<file path="src/rtl/irq_unit.sv">
// Shared cartridge IRQ generator: MMC3 A12 scanline counter, VRC4 prescaled/cycle
// counter and Sunsoft wide M2 down-counter behind one register write port.
module irq_unit #(
  parameter int COUNTER_WIDTH = 16,
  parameter int A12_FILTER    = 3,
  parameter bit MMC3_ALT      = 1'b0,
  parameter int VRC4_PRESCALE = 341
) (
  input  logic                     m2,
  input  logic                     rst_n,
  input  logic                     ppu_a12,
  input  logic [1:0]               mode,
  input  logic                     reg_we,
  input  logic [2:0]               reg_sel,
  input  logic [7:0]               reg_data,
  output logic                     irq,
  output logic [COUNTER_WIDTH-1:0] counter_out
);

  localparam int CW = COUNTER_WIDTH;
  // latch is kept at least 16 bits wide so the high-byte write is always a legal slice
  localparam int LW = (CW < 16) ? 16 : CW;
  localparam int PW = $clog2(VRC4_PRESCALE + 1);

  localparam logic [PW-1:0] PRESC_RELOAD = PW'(VRC4_PRESCALE);
  localparam logic [PW-1:0] PRESC_WRAP   = PW'(VRC4_PRESCALE - 3);
  localparam logic [PW-1:0] PRESC_STEP   = PW'(3);
  localparam logic [2:0]    FILTER_TH    = 3'(A12_FILTER);
  localparam logic [CW-1:0] LOW_MASK     = CW'(8'hFF);

  localparam logic [1:0] MODE_MMC3 = 2'd0;
  localparam logic [1:0] MODE_VRC4 = 2'd1;
  localparam logic [1:0] MODE_SUN  = 2'd2;
  localparam logic [1:0] MODE_OFF  = 2'd3;

  logic          a12_p0, a12_p1, a12_p2;
  logic [2:0]    low_cnt;
  logic [CW-1:0] counter, counter_n;
  logic [LW-1:0] latch, latch_n;
  logic [PW-1:0] presc, presc_n;
  logic          enable, enable_n;
  logic          enable_after_ack, enable_after_ack_n;
  logic          cycle_mode, cycle_mode_n;
  logic          count_en, count_en_n;
  logic          reload_flag, reload_flag_n;
  logic          pending_n;
  logic [1:0]    mode_q;

  logic          a12_event, mode_chg, load, set_pend, clr_pend, vrc_clk;
  logic [7:0]    old8, new8;

  function automatic logic [2:0] sat_inc3(input logic [2:0] v);
    return (v == 3'd7) ? v : v + 3'd1;
  endfunction

  // Replace the low byte only; modes 0/1 never touch the upper counter bits.
  function automatic logic [CW-1:0] merge8(input logic [CW-1:0] c, input logic [7:0] lo);
    return (c & ~LOW_MASK) | CW'(lo);
  endfunction

  assign a12_event   = a12_p1 & ~a12_p2 & (low_cnt >= FILTER_TH);
  assign mode_chg    = (mode != mode_q);
  assign counter_out = counter;

  always_comb begin
    latch_n            = latch;
    counter_n          = counter;
    presc_n            = presc;
    enable_n           = enable;
    enable_after_ack_n = enable_after_ack;
    cycle_mode_n       = cycle_mode;
    count_en_n         = count_en;
    reload_flag_n      = reload_flag;
    load               = 1'b0;
    set_pend           = 1'b0;
    clr_pend           = 1'b0;
    vrc_clk            = 1'b0;
    old8               = counter[7:0];
    new8               = 8'd0;

    // Counting first; a counter-loading write below overrides it on the same edge.
    if (!mode_chg) begin
      case (mode)
        MODE_MMC3: begin
          if (a12_event) begin
            if ((old8 == 8'd0) || reload_flag) begin
              new8          = latch[7:0];
              reload_flag_n = 1'b0;
            end else begin
              new8 = old8 - 8'd1;
            end
            counter_n = merge8(counter, new8);
            if ((new8 == 8'd0) && enable && (!MMC3_ALT || (old8 != 8'd0) || reload_flag))
              set_pend = 1'b1;
          end
        end
        MODE_VRC4: begin
          if (enable) begin
            if (cycle_mode) begin
              vrc_clk = 1'b1;
            end else if (presc < PRESC_STEP) begin
              presc_n = presc + PRESC_WRAP;
              vrc_clk = 1'b1;
            end else begin
              presc_n = presc - PRESC_STEP;
            end
            if (vrc_clk) begin
              if (old8 == 8'hFF) begin
                counter_n = merge8(counter, latch[7:0]);
                set_pend  = 1'b1;
              end else begin
                counter_n = merge8(counter, old8 + 8'd1);
              end
            end
          end
        end
        MODE_SUN: begin
          if (count_en) begin
            counter_n = counter - CW'(1);
            if ((counter == '0) && enable)
              set_pend = 1'b1;
          end
        end
        default: ;
      endcase
    end

    if (reg_we) begin
      case (reg_sel)
        3'd0: latch_n[7:0]  = reg_data;
        3'd1: latch_n[15:8] = reg_data;
        3'd2: begin
          enable_n           = reg_data[0];
          enable_after_ack_n = reg_data[1];
          cycle_mode_n       = reg_data[2];
          count_en_n         = reg_data[3];
          if (mode == MODE_VRC4) begin
            counter_n = merge8(counter, latch[7:0]);
            presc_n   = PRESC_RELOAD;
            clr_pend  = 1'b1;
            load      = 1'b1;
          end
        end
        3'd3: begin
          case (mode)
            MODE_MMC3: begin
              reload_flag_n = 1'b1;
              counter_n     = merge8(counter, 8'd0);
              load          = 1'b1;
            end
            MODE_VRC4: begin
              counter_n = merge8(counter, latch[7:0]);
              load      = 1'b1;
            end
            MODE_SUN: begin
              counter_n = latch[CW-1:0];
              load      = 1'b1;
            end
            default: ;
          endcase
        end
        3'd4: begin
          case (mode)
            MODE_MMC3: begin
              enable_n = 1'b0;
              clr_pend = 1'b1;
            end
            MODE_VRC4: begin
              enable_n = enable_after_ack;
              clr_pend = 1'b1;
            end
            MODE_SUN: clr_pend = 1'b1;
            default: ;
          endcase
        end
        3'd5: if (mode == MODE_MMC3) enable_n = 1'b1;
        default: ;
      endcase
    end

    if (load) set_pend = 1'b0;

    // A set on the same edge as an acknowledge wins so no interrupt is lost.
    pending_n = ~irq;
    if (clr_pend) pending_n = 1'b0;
    if (set_pend) pending_n = 1'b1;
    if (mode == MODE_OFF) pending_n = 1'b0;
    if (mode_chg) begin
      pending_n     = 1'b0;
      reload_flag_n = 1'b0;
      presc_n       = PRESC_RELOAD;
    end
  end

  always_ff @(posedge m2 or negedge rst_n) begin
    if (!rst_n) begin
      a12_p0           <= 1'b0;
      a12_p1           <= 1'b0;
      a12_p2           <= 1'b0;
      low_cnt          <= 3'd0;
      counter          <= '0;
      latch            <= '0;
      presc            <= PRESC_RELOAD;
      enable           <= 1'b0;
      enable_after_ack <= 1'b0;
      cycle_mode       <= 1'b0;
      count_en         <= 1'b0;
      reload_flag      <= 1'b0;
      mode_q           <= MODE_MMC3;
      irq              <= 1'b1;
    end else begin
      a12_p0           <= ppu_a12;
      a12_p1           <= a12_p0;
      a12_p2           <= a12_p1;
      low_cnt          <= a12_p1 ? 3'd0 : sat_inc3(low_cnt);
      counter          <= counter_n;
      latch            <= latch_n;
      presc            <= presc_n;
      enable           <= enable_n;
      enable_after_ack <= enable_after_ack_n;
      cycle_mode       <= cycle_mode_n;
      count_en         <= count_en_n;
      reload_flag      <= reload_flag_n;
      mode_q           <= mode;
      irq              <= ~pending_n;
    end
  end

endmodule
</file>
<file path="config.mk">
export PLATFORM = sky130hd
export DESIGN_NAME = irq_unit
export DESIGN_NICKNAME = d
export VERILOG_FILES = /design/src/rtl/irq_unit.sv
export SDC_FILE = /design/constraint.sdc
export NUM_CORES = 1
export LEC_CHECK = 0
export BUFFER_PORTS_ARGS = -buffer_cell sky130_fd_sc_hd__buf_2
export CORE_ASPECT_RATIO = 1.4
export CORE_MARGIN = 5
export CORE_UTILIZATION = 65
export DETAILED_ROUTE_END_ITERATION = 10
export PLACE_DENSITY = 0.94
export SLEW_MARGIN = 5
export SYNTH_ARGS = -nofsm -noshare
export SYNTH_HDL_FRONTEND = slang
export SYNTH_SLANG_ARGS = --single-unit
export TNS_END_PERCENT = 20
</file>
<file path="constraint.sdc">
create_clock -name m2 -period 3.7 [get_ports m2]
set_clock_uncertainty 0.2 [all_clocks]
set_input_delay 0.555 -clock m2 [delete_from_list [all_inputs] [get_ports m2]]
set_output_delay 0.555 -clock m2 [all_outputs]
set_load 0.05 [all_outputs]
</file>
==> results of run 1 <==
## layout make-up
cell class / count / area (sq um) / area share (%)
tap: 70 / 87.6 / 2.07
clock buffer: 5 / 68.8 / 1.62
multi-input combinational: 353 / 2360 / 55.8
inverter: 15 / 56.3 / 1.33
timing repair buffer: 44 / 248 / 5.85
sequential: 55 / 1380 / 32.7
clock inverter: 3 / 27.5 / 0.650
## Yosys cell counts, drive strengths merged, types with 10 or more instances
library cell and count:
a21oi 26, clkbuf 24, dfrtp 49, inv 15
mux2 19, nand2 36, nand3 19, nand4 10
nor2 38, o21ai 28
## metal layers
layer | vias up | GRT usage (%) | wire [microns]
met4 | 0 | 18.3 | 585
met1 | 1863 | 41.5 | 4510
li1 | 1759 | - | -
met5 | - | 0 | 0
met2 | 267 | 51.8 | 5820
met3 | 64 | 3.74 | 971
## cell families (layout without fill, tap and decap cells)
group,after synthesis,after routing,share of synthesized area [%]
compound gates,130,130,22.7
fa+ha+maj,9,9,2.85
buf+inv,48,67,5.13
xor+xnor,15,15,3.33
simple gates,174,174,24.0
flops,55,55,35.0
mux,25,25,6.94
## worst max path at each step
stage | startpoint | cells after the start | slack [ns] | to
after floorplan | counter_out[0]$_DFF_PN0_ | 10 | 0.91 | counter_out[1]$_DFF_PN0_
final | counter_out[0]$_DFF_PN0_ | 7 | 0.76 | counter_out[3]$_DFF_PN0_
after global placement | mode[0] | 6 | 0.90 | counter_out[5]$_DFF_PN0_
after global routing | counter_out[0]$_DFF_PN0_ | 7 | 0.58 | counter_out[3]$_DFF_PN0_
after CTS | counter_out[0]$_DFF_PN0_ | 7 | 0.83 | counter_out[3]$_DFF_PN0_
after detailed placement | mode[0] | 6 | 0.82 | counter_out[5]$_DFF_PN0_
## power groups by stage
stage / clock, uW / combinational, uW / sequential, uW
6_report: 363 / 976 / 888
5_1_grt: 386 / 1040 / 899
4_1_cts: 364 / 959 / 876
3_5_place_dp: 0 / 956 / 889
3_3_place_gp: 0 / 946 / 882
2_1_floorplan: 0 / 548 / 1010
## worst max-delay path, delay by kind of cell, from the launching register on
kind                     cells  cell delay (ns)
multiplexers                 1             0.19
buffers and inverters        1             0.18
adder cells (fa/ha/maj)      1             0.16
flip-flops                   1             0.54
AO/OA/AOI/OAI                3             0.95
AND/OR/NAND/NOR              1             0.60
## flip-flops by register name, indices dropped and copies added, names as in the netlist
name / flops
presc: 9
low_cnt: 3
enable_after_ack: 1
irq: 1
a12_p2: 1
counter_out: 16
latch: 16
reload_flag: 1
mode_q: 2
a12_p1: 1
a12_p0: 1
count_en: 1
cycle_mode: 1
enable: 1
## stage by stage
stage / power, uW / setup WS, ns
floorplan: 1560 / 0.912
global placement: 1830 / 0.903
detailed placement: 1840 / 0.822
CTS: 2200 / 0.831
global route: 2330 / 0.575
finish: 2230 / 0.760
==> results.txt, run 1 <==
* Library cell contributing the largest single delay on the critical path: or4b_1
* Share of the synthesized area in the top cell type: between 30 and 40%
* Core region area: 0.00590 sq mm
- After detailed placement, the total cell area comes to a little over 0.004 sq mm.
* Post CTS Setup Buffer Count: 0
- Area delta synth->final: 7.22%
- Internal power component: 1180 uW
- Drt initial violations: 487
* Kind of capture point of the worst setup path: flip-flop
- Setup violations remaining at the end of the flow were counted as 0.
* Top cell type by total area after synthesis: dfrtp_1
- Summed negative setup slack over all endpoints: 0 ns
- In this run the power density over the cells is 526 mW/mm^2.
- Relative slew slack: 42.5%
- The final critical path takes up about four fifths of the cycle.
- After routing the design area is about 0.0042 sq mm.
* Worst hold path class: in2async
* Number of hold violations in the final report: 0
- Sw Pwr: 1050 uW
- In this run, placement finished with an instance count of 537.
- Distinct cell type count of the synthesized netlist: 67
- Depth of the most critical reg-to-reg path: 7
- The number of clock buffers added by TritonCTS is 5.
* Clock insertion delay at the later pin of the skew report: 0.32 ns
- The worst path in the final design needs a cycle of 2.94 ns, including I/O delays and setup.
- Leaving out fill and tap cells, the most frequent cell in the layout is dfrtp_1.
- Placer congestion estimate: 0.986
- Reported leakage power: 0.00167 uW
- Vias in the first global route: roughly 3800
* Share of layout cells above drive strength 1: 17.9%
- Global route total overflow: 0
* Post-synthesis sequential element count: 55
- Worst setup slack for register-to-register paths: 0.76 ns
- Number of enable-type register cells in the synthesized netlist: 0
- Reg-to-reg critical path endpoint: counter_out[3]$_DFF_PN0_
* Largest cells by area after synthesis: dfrtp_1 (31%), mux2_2 (5.4%), dfstp_2 (4.0%), nor2_1 (3.6%), nand2_1 (3.4%)
- Final Max Tran Viols: 0
- Leaving out filler cells and counting taps, the final layout contains 545.
- Mean routed wirelength per cell: 21.8 microns
* First-pass GRT wire length: 19.1 mm
- Number of clock sinks seen by CTS: 55
* Most frequently used flop master after synthesis: dfrtp_1
* Share of power burned in the clock network: between 15 and 20%
- Syn nets: 482
- The Yosys step of the flow raised 0 warnings.
- The count of nets left with antenna violations once routing finished came out at 0.
- For this run, the total global-route usage over all layers was measured as 32.3%.
* Highest-count cells in the layout ignoring fill and taps: dfrtp_1 (49), nor2_1 (38), nand2_1 (36)
* FF-to-FF Start: counter_out[0]$_DFF_PN0_
* IO Count: 34
* Combinational fraction of design power: 43.8%
- Number of max-capacitance violations reported: 0
* TritonCTS clock tree: done
- The number of antenna diodes in the final layout is 0.
- The final route contains ~4000 vias.
- Post-layout util: 71.7%
- After the last flow step, the layout net total stands at 500.
- Number of port buffers: 33
- Measured along the y axis, the die boundary spans 102 microns.
* Post-cts resize count: 0
- Mean number of vias per cell: 7.25
- The setup path with the least slack is of type reg2reg.
- Number of DRC violations after detailed routing: 0
- Entering global routing, the biggest net connects 39 pins.
- The critical path goes through inv_1 > ha_1 > or4b_1 > o21a_1 > mux2i_1 > a2111oi_0 > o21ai_0.
* Clock buffer depth: 2
- After synthesis, flip-flops and latches occupy 35.0% of the total area.
* Critical path arrival: ~3 ns
- Final HPWL from detailed placement: between 8 and 9 mm
- Along the worst path, the maximum fanout reaches 13.
- The largest single stage delay on the critical path is approximately 0.6 ns.
- Counting the fill cells in the layout gives 459.
- CTS placed an instance of clkbuf_8 at the clock tree root.
* Std cell rows: 33
* Maximum ir drop on the vdd rail: 453 uV
- Worst Tran Pin Value: between 0.8 and 0.9 ns
* Number of standard cells after synthesis: 456
- The routed design has 11.9 mm of wire.
* Startpoint type of the worst setup path: flip-flop
* Mean Syn Cell Area: 8.66 sq um
* Die ar.: 0.00776 sq mm
- Clock transition at the registers of the reported paths: between 0.1 and 0.15 ns
* H-tree depth reported by CTS: 2
* Achievable frequency: 340 MHz
* Pre-Repair DR Iteration Count: 5
* Unrepaired setup endpoints after global routing: false
- Share of flip-flops with an asynchronous set or reset: 100%
- Per report_power, the sequential group accounts for approximately 40% of the total.
- The initial antenna violation count was 0.
- Net switching is between 40% and 50% of the power.
* Status: finished clean
* Required time of the critical path: 3.70 ns
* Area of the mapped netlist: a little under 0.004 sq mm
- The die is 75.9 microns wide.
* Worst hold-check slack: 0.136 ns
- After clock tree synthesis, the flow added hold-fix buffers numbering 0.
- The initial utilization of the core area, before any placement, comes to 66.9%.
No activity file was read; power rests on OpenSTA's default activity.
==> run 2: changes to the inputs <==
Settings changed: CORE_UTILIZATION 65 to 55, PLACE_DENSITY 0.94 to 0.85.
Clock period 3.7 ns to 2.7 ns, I/O delays scaled along.
==> results.txt, run 2 (synthesis gave the netlist of run 1 again) <==
- The critical path starts at counter_out[0]$_DFF_PN0_.
* Number of clock sinks seen by CTS: 55
- Startpoint type of the worst setup path: flip-flop
- Before antenna repair, the detailed router went through 5 iterations.
- In this run the register-to-register setup slack is 0.17 ns.
- Fraction of the cycle the final worst path needs: 93.8%
- The worst-case IR drop observed on VDD is 493 uV.
- Number of max-capacitance violations reported: 0
- The critical path is of the reg2reg type.
* Share of layout cells above drive strength 1: 22.1%
- The tightest min-delay check is of the in2reg type.
- The startpoint identified for the worst register-to-register timing path is counter_out[0]$_DFF_PN0_.
- Clock-pin slew was measured on the worst setup and hold paths at 0.10 ns.
* Area used by multi-input combinational logic: roughly 0.0024 sq mm
- Worst hold-check slack: 0.111 ns
- The initial antenna violation count was 0.
* H-tree depth reported by CTS: 2
- Critical-path maximum fanout: 8
- Summed negative setup slack over all endpoints: 0 ns
* Inserted Diodes: 0
* Critical path arrival: between 2 and 3 ns
- Std cell rows: 36
- Number of port buffers: 33
* Depth of the most critical reg-to-reg path: 6
- Reported leakage power: approximately 0.0018 uW
- Relative slew slack: 53.2%
- Worst slack, placed: 0.151 ns
- Setup slack on the critical path of the routed design comes to 0.168 ns.
* Number of antenna-violating nets in the routed design: 0
- Power density relative to cell area: 692 mW/mm^2
* Core region area: 0.00698 sq mm
- Placer congestion estimate: 1.06
- Unrepaired setup endpoints after global routing: false
- Status: finished clean
* Mean routed wirelength per cell: 20.6 microns
- Summing over every cut layer, the via total after detailed routing is between 3000 and 4000.
- The via count of the first global-routing pass came to a little under 4000.
- The detailed router finished its first iteration with 415 violations.
* Final Max Tran Viols: 0
- Effective utilization at floorplan: 56.6%
- Buffer cell driving the clock tree root: clkbuf_8
- Worst Tran Pin Value: about 0.7 ns
* Post-layout util: 64.2%
- Clock insertion delay at the later pin of the skew report: 0.31 ns
- Kind of capture point of the worst setup path: flip-flop
- Filler cells: ~570
- The count of final hold-check violations was 0.
- Final HPWL from detailed placement: 9.41 mm
- Pin count of the biggest net entering global routing: 35
* Net count of the finished layout: 527
- The worst register-to-register path ends at irq$_DFF_PN1_.
- The number of clock buffers added by TritonCTS is 5.
- Vertical extent of the die: 110 microns
- The worst hold path begins at mode[0].
* IO Count: 34
- Cell depth of the worst min-delay path: 1
- Data on the critical path is required at its endpoint by ~2.7 ns.
- The path with the worst hold slack has its endpoint at mode_q[0]$_DFF_PN0_.
* Number of DRC violations after detailed routing: 0
- From left edge to right edge, the die measures 81.6 microns.
- The first global-routing pass estimated approximately 20 mm of wire.
- In the layout the commonest cells are dfrtp_1 (47), nor2_1 (38), nand2_1 (36).
- Area delta synth->final: 13.4%
- The worst path needs between 2 and 3 ns of the cycle, external delays included.
- Achievable frequency: 395 MHz
* Global route total overflow: 0
- The number of setup buffers added after CTS is 0.
* Most common cell after layout, fill and taps aside: dfrtp_1
* Mean number of vias per cell: 6.59
- Setup violations remaining at the end of the flow were counted as 0.
- Clock buffer depth: 2
- TritonCTS clock tree: done
- Total routing usage reported by global routing: 29.4%
* Final wirelength: 12.3 mm
* Area taken by flip-flops and latches: ~0.0014 sq mm
* Die ar.: 0.00900 sq mm
[run 2: changes by cell type in the layout (fill, tap and decap cells not counted), sizes merged]
| cell | previous run | this run |
|---|---|---|
| clkinv | 1 | 0 |
| clkinvlp | 1 | 0 |
| buf | 44 | 69 |
| dlygate4sd3 | 0 | 2 |
| clkbuf | 5 | 7 |
[run 2: report_power, final]
part,internal (uW),leakage (uW),total (uW),switching [uW]
combinational,521,0.00110,1440,920
sequential,976,0.000661,1200,220
clock,188,0.0000428,463,275
total,1690,0.00181,3100,1410
[run 2: layout make-up]
type / instances / share of cell area (%)
multi-input combinational: 353 / 52.8
sequential: 55 / 30.9
timing repair buffer: 71 / 10.4
tap: 95 / 2.65
clock buffer: 7 / 1.70
inverter: 15 / 1.26
clock inverter: 1 / 0.196
[run 2: worst max path at each step]
stage                                          end  slack, ns
after floorplan           counter_out[1]$_DFF_PN0_      0.002
after global placement    counter_out[3]$_DFF_PN0_       0.21
after detailed placement  counter_out[3]$_DFF_PN0_       0.15
after CTS                 counter_out[3]$_DFF_PN0_       0.13
after global routing                 irq$_DFF_PN1_       0.02
final                                irq$_DFF_PN1_       0.17
[run 2: per-stage QoR]
stage	area, sq um	std cells	total power (uW)
2_1_floorplan	3950	456	2140
3_3_place_gp	4370	587	2590
3_5_place_dp	4370	587	2610
4_1_cts	4480	597	3090
5_1_grt	4480	597	3280
6_report	4480	597	3100
[run 2: timing repair]
action / 4_1_cts / 5_1_grt
hold buffers: 2 / 0
setup endpoints to repair: 0 / 1
resized for setup: 0 / 1
endpoints found under the hold margin: 17 / 0
[run 2: worst max-delay path, cell delays in order, from the launching register on]
cell and delay (ns):
dfrtp_2 0.46, buf_4 0.18, or4_1 0.60, o21a_1 0.25, o32a_1 0.34, nor3_1 0.29, a21oi_1 0.13
[run 2: per-layer routing]
layer / up-vias / GRT usage (%) / routed length [microns]
met1: 1852 / 36.9 / 4720
met3: 54 / 4.07 / 865
met5: - / 0 / 0
met4: 0 / 14.7 / 635
met2: 223 / 49.2 / 6070
li1: 1805 / - / -
